<file path="src/rtl/muldiv_scoreboard.sv">
// Sequencing/scoreboard controller for a multi-cycle MUL/DIV unit: latency count,
// outstanding-destination hazard detection and register-file write-port arbitration.
module muldiv_scoreboard #(
  parameter int unsigned MUL_LAT = 3,
  parameter int unsigned DIV_LAT = 16,
  parameter int unsigned CNT_W   = 5
) (
  input  logic       clk,
  input  logic       rst,
  input  logic       StartE,
  input  logic       OpE,
  input  logic [4:0] RdE,
  input  logic [4:0] Rs1D,
  input  logic [4:0] Rs2D,
  input  logic       MulDivD,
  input  logic       RegWriteW,
  output logic       Busy,
  output logic [4:0] BusyRd,
  output logic       StallF,
  output logic       StallD,
  output logic       FlushE,
  output logic       WbEn,
  output logic [4:0] WbRd
);

  typedef enum logic [1:0] {
    S_IDLE    = 2'd0,
    S_BUSY    = 2'd1,
    S_WB_WAIT = 2'd2
  } state_e;

  state_e           state_q, state_d;
  logic [CNT_W-1:0] cnt_q, cnt_d;
  logic [4:0]       busy_rd_q, busy_rd_d;
  logic [CNT_W-1:0] lat_m1;
  logic [4:0]       pend_rd;
  logic             active;
  logic             hazard;

  assign lat_m1 = OpE ? CNT_W'(DIV_LAT - 1) : CNT_W'(MUL_LAT - 1);

  // State register
  always_ff @(posedge clk or posedge rst) begin
    if (rst) begin
      state_q   <= S_IDLE;
      cnt_q     <= '0;
      busy_rd_q <= '0;
    end else begin
      state_q   <= state_d;
      cnt_q     <= cnt_d;
      busy_rd_q <= busy_rd_d;
    end
  end

  // Next-state: a WB_WAIT exit may immediately accept a back-to-back op
  always_comb begin
    state_d   = state_q;
    cnt_d     = cnt_q;
    busy_rd_d = busy_rd_q;
    unique case (state_q)
      S_IDLE: begin
        if (StartE) begin
          state_d   = S_BUSY;
          cnt_d     = lat_m1;
          busy_rd_d = RdE;
        end
      end
      S_BUSY: begin
        if (cnt_q == '0) begin
          state_d = S_WB_WAIT;
        end else begin
          cnt_d = cnt_q - CNT_W'(1);
        end
      end
      S_WB_WAIT: begin
        if (!RegWriteW || (busy_rd_q == 5'd0)) begin
          if (StartE) begin
            state_d   = S_BUSY;
            cnt_d     = lat_m1;
            busy_rd_d = RdE;
          end else begin
            state_d = S_IDLE;
          end
        end
      end
      default: state_d = S_IDLE;
    endcase
  end

  // Outputs: forced low while reset is asserted
  always_comb begin
    Busy    = (state_q != S_IDLE);
    BusyRd  = busy_rd_q;
    WbEn    = !rst && (state_q == S_WB_WAIT) && !RegWriteW && (busy_rd_q != 5'd0);
    WbRd    = (state_q == S_WB_WAIT) ? busy_rd_q : 5'd0;
    pend_rd = StartE ? RdE : busy_rd_q;
    active  = StartE || (state_q != S_IDLE);
    hazard  = !rst && active &&
              (((pend_rd != 5'd0) && ((Rs1D == pend_rd) || (Rs2D == pend_rd))) || MulDivD);
    StallF  = hazard;
    StallD  = hazard;
    FlushE  = hazard;
  end

endmodule

</file>
<file path="config.mk">
export PLATFORM = sky130hd
export DESIGN_NAME = muldiv_scoreboard
export DESIGN_NICKNAME = d
export VERILOG_FILES = /design/src/rtl/muldiv_scoreboard.sv
export SDC_FILE = /design/constraint.sdc
export NUM_CORES = 1
export LEC_CHECK = 0
export CAP_MARGIN = 20
export CORE_UTILIZATION = 42
export DETAILED_ROUTE_END_ITERATION = 8
export GPL_TIMING_DRIVEN = 0
export PLACE_DENSITY = 0.77
export SETUP_SLACK_MARGIN = 0.1
export SYNTH_ARGS = -nofsm -noshare
export SYNTH_HDL_FRONTEND = slang
export SYNTH_SLANG_ARGS = --single-unit
</file>
<file path="constraint.sdc">
create_clock -name clk -period 2.7 [get_ports clk]
set_clock_uncertainty 0.05 [all_clocks]
set_input_delay 0.405 -clock clk [delete_from_list [all_inputs] [get_ports clk]]
set_output_delay 0.405 -clock clk [all_outputs]
set_load 0.05 [all_outputs]
</file>
* Yosys cells after proc, flatten, opt, wreduce, memory -nomap -nowiden *
Index checks and enable logic that the tools add are counted.

word-level totals
  register bits = 12
  output and inout port bits = 15
  logic and storage cells = 49

cells by class
  add/sub/neg operators = 1
  reduce and logical (&&, ||, !) cells = 23
  multiplexer cells = 14
  eq/ne operators = 8

operators by type and width
  cell                                                                   count
  5-bit 2-to-1 mux                                                       6
  5-bit case mux with 3 select lines                                     1
  5-bit equality test                                                    2
  5-bit zero test                                                        2
  5-bit case mux with 2 select lines                                     1
  5-bit nonzero test                                                     2
  2-bit inequality test, second input constant                           4
  1-bit logical AND                                                      6
  2-bit 2-to-1 mux                                                       3
  2-bit case mux with 3 select lines                                     1
  3-bit AND reduction                                                    2
  5-bit by 1-bit subtractor with 5-bit output, second input constant     1
  1-bit logical OR                                                       4
  4-bit 2-to-1 mux                                                       1
  2-bit nonzero test                                                     2
  3-bit nonzero test                                                     1
  2-bit by 1-bit equality test with 1-bit output, second input constant  1
  2-bit equality test, second input constant                             1
  1-bit zero test                                                        2
  2-bit zero test                                                        1
  2-bit AND reduction                                                    1
  1-bit 2-to-1 mux                                                       1

* Longest topological paths before layout *
  depth in word-level cells = 6
  mapped depth = 7
  mapped depth without buffers = 7

* Worst setup path after synthesis *
OpenSTA, ideal clock, no wires.

  path kind = register -> output
  start = reg busy_rd_q[4], in the netlist BusyRd[4]
  end = out StallD
  stages on the path, launching flop included = 7
  path slack = -0.841 ns
  data arrival time = 3.086 ns
  cell sequence = dfrtp_1 -> mux2i_1 -> xnor2_1 -> nor4_1 -> o21ai_0 -> a211oi_1 -> buf_4

between the ends
  cells in the longest elaborated chain, start to end = 6
  elaborated cells on any way between the ends = 8
  classes of those cells = 2 x eq/ne; 1 x mux; 5 x reduce/logical

ends and longest elaborated chain
  what                    line  RTL
  start, declared         34    logic [4:0] busy_rd_q, busy_rd_d;
  start signal, assigned  51    busy_rd_q <= busy_rd_d;
  5-bit 2-to-1 mux (*)    n/a
  5-bit equality test     99    (((pend_rd != 5'd0) && ((Rs1D == pend_rd) || (Rs2D == pend_rd))) || MulDivD);
  1-bit logical OR        99
  1-bit logical AND (*)   99
  1-bit logical OR (*)    99
  1-bit logical AND (*)   98    hazard = !rst && active &&
  end, declared           20    output logic StallD,

Mark *: on every way between the ends. The rest lies on a longest branch, timed or not.

* Worst setup path in the final report *
Same ends and word-level chain as after synthesis.

==> impl_metrics.toml <==
[run_status]
status = "complete, no violations"

[logic_synthesis]
yosys.cell_types.count = 35
syn-instance-count = 91
synth_edf_count = 0
asyncSetResetFlopFracSynth_pct = 100
ys_seq_area_share_pct = 34.1
synth_top_flop_cell = "dfrtp_1"
netlist_area_sq_um = 880
synth_area_per_cell_sq_um = 9.67
syn_nets = 113
ys_warn_count = 0
synth_seq_cells = 12

[worst_setup_path]
slowest_stage = "or4_4"
max_stage_delay_ns = 0.58
critical_path_class = "reg2out"
cp_top_family = "simple AND/OR/NAND/NOR gates"
critPathBufInv = 2
crit_fanout = 5
crit_required_ns = 2.25
crit_path_end_kind = "primary output"
crit_chain = "or4_4 > o22ai_4 > nor3_2 > o21ai_2 > a211oi_4 > buf_4 > buf_8"
arrival_ns = 2.14
start_kind = "flop"

[flow_run]
max_cap_violations = 0

[sta]
relSlewSlack_pct = 66.3
fmax_mhz = 385
postLayoutSetupSlackWorst_ns = 0.101
report.final.slew_viol_count = 0
final.min_clock_period_ns = 2.60
hold_viol = 0
rsz0062_at_grt = "yes"
fin_crit_sh_pct = 96.3
worstMarginPinSlew_ns = 0.504
report.final.setup_viol = 0

[drt]
antenna_left = 0
vias = 818
routed_via_density = 5.08
avgRoutedWirePerCell_microns = 14.1
drtPass1Iterations = 4
route.detailed.drc = 0
drt-total-wl_microns = 2270
drt_iter0_drc = 15

[cts]
cts_sinks = 12
cts-buffers-inserted = 3
cts.clk_slew.worst_paths_ns = 0.07
htree_levels = 1
cts_tree = "built"
cts.path.max_buffers = 2
worstSkewPairLatency_ns = 0.27
holdBufCountCts = 0
cts-root-buf = "clkbuf_4"

[finish]
final_cell_mix = "26 x clkdlybuf4s50_1, 8 x xnor2_1, 7 x a21oi_1, 7 x buf_4, 7 x dfrtp_1"
layout_commonest_cell = "clkdlybuf4s50_1"
antenna_cells = 0
multi_input_area_sq_um = 637
fin_nets = 157
final_util_pct = 73.3
nFillCells = 149
ff_latch_area_sq_um = 307
area_delta_synth_final_pct = 63.4
final_layout_size_suffix_gt1_share_pct = 34.3

[placed_design]
place_ws_ns = -0.821
hpwl_microns = 1650
place.gp.congestion = 0.799
port_buffers = 34

[global_routing]
grt_max_degree = 13
grt_usage_pct = 20.5
grt.overflow.total = 0
grt_pass1_wl_microns = 3220
antenna_found_initial = 0
grt_pass1_vias = 694

[floorplan]
die_y_microns = 47.8
rows = 16
start_util_pct = 44.8
dieArea_sq_mm = 0.00228
ios = 36
core_area_sq_mm = 0.00196
die_w_microns = 47.8

[pwr]
ir_worst_vdd_v = 0.000607
p_leak_nw = 0.582
p_total_w = 0.00138
powerDensity_mw_per_mm2 = 959

[hold_path]
hp-class = "reg2reg"
==> kinds of logic after synthesis <==
| group | share of synthesized area [%] |
|---|---|
| buf+inv | 4.69 |
| mux | 12.2 |
| flops | 34.1 |
| compound gates | 14.9 |
| fa+ha+maj | 1.42 |
| xor+xnor | 7.97 |
| simple gates | 24.6 |
==> Yosys cell counts, types with 2 or more instances <==
library cell / n / share of area [%]
or4b_2: 2 / 2.3
mux2i_1: 4 / 4.6
mux2_4: 3 / 5.1
nor4_1: 2 / 1.4
nand2_1: 6 / 2.6
inv_1: 4 / 1.7
nor2_1: 5 / 2.1
mux2_2: 2 / 2.6
a21oi_1: 7 / 4.0
buf_4: 2 / 1.7
xnor2_1: 8 / 8.0
o21ai_0: 4 / 2.3
nor2b_1: 2 / 1.4
a31oi_1: 2 / 1.4
nand2b_1: 3 / 2.1
dfrtp_1: 12 / 34
and2_1: 5 / 3.6
==> layer usage <==
metal	GRT usage [%]	vias to the layer above	wire length, microns
li1	-	410	-
met1	28.6	387	1000
met2	33.2	21	1160
met3	6.04	0	111
met4	1.11	0	0
met5	0	-	0
==> state kept, by name (all words and copies together), names as in the netlist <==
| signal | flops |
|---|---|
| BusyRd | 5 |
| cnt_q | 5 |
| state_q | 2 |
==> timing repair <==
action                     4_1_cts  5_1_grt
pin swaps                        6        6
gates resized for setup         33        7
setup endpoints to repair        4        3
buffers inserted                 2        3
==> worst reg2reg max path: cells and delay by family, from the launching register on <==
kind,cells,cell delay [ns]
AOI/OAI and AO/OA,1,0.25
buffers and inverters,1,0.16
DFF,1,0.45
and+or+nand+nor,3,0.82
muxes,1,0.30
==> cell type report <==
type | instances | area share [%]
tap | 27 | 2.35
multi-input combinational | 72 | 44.3
clock buffer | 4 | 2.52
inverter | 4 | 1.04
buffer | 3 | 2.09
sequential | 12 | 21.3
timing repair buffer | 39 | 26.4
==> report_power, final <==
part | leakage [nW] | switching, W | internal [W]
logic | 0.426 | 0.000482 | 0.000383
registers | 0.135 | 0.000110 | 0.000268
clock network | 0.0210 | 0.0000548 | 0.0000819
==> worst paths after layout <==
path                                             from                     to  slack (ns)  cells past startpoint
worst min-delay path             cnt_q[0]$_DFFE_PP0P_   cnt_q[0]$_DFFE_PP0P_        0.46                      1
worst max register to register  BusyRd[4]$_DFFE_PP0P_  BusyRd[0]$_DFFE_PP0P_        0.55                      6
worst max-delay path            BusyRd[4]$_DFFE_PP0P_                 StallD        0.10                      7
min in group asynchronous                         rst  BusyRd[4]$_DFFE_PP0P_        0.56                      2
max in group asynchronous                         rst  BusyRd[2]$_DFFE_PP0P_        1.70                      2
worst min register to register   cnt_q[0]$_DFFE_PP0P_   cnt_q[0]$_DFFE_PP0P_        0.46                      1
==> metrics by stage <==
step	setup TNS [ns]	cells	hold slack [ns]	area (sq um)
2_1_floorplan	0	91	0.219	916
3_3_place_gp	-2.21	152	0.439	1290
3_5_place_dp	-2.33	152	0.454	1290
4_1_cts	0	158	0.463	1370
5_1_grt	0	161	0.499	1440
6_report	0	161	0.463	1440
Power figures use the tool's default switching activity.
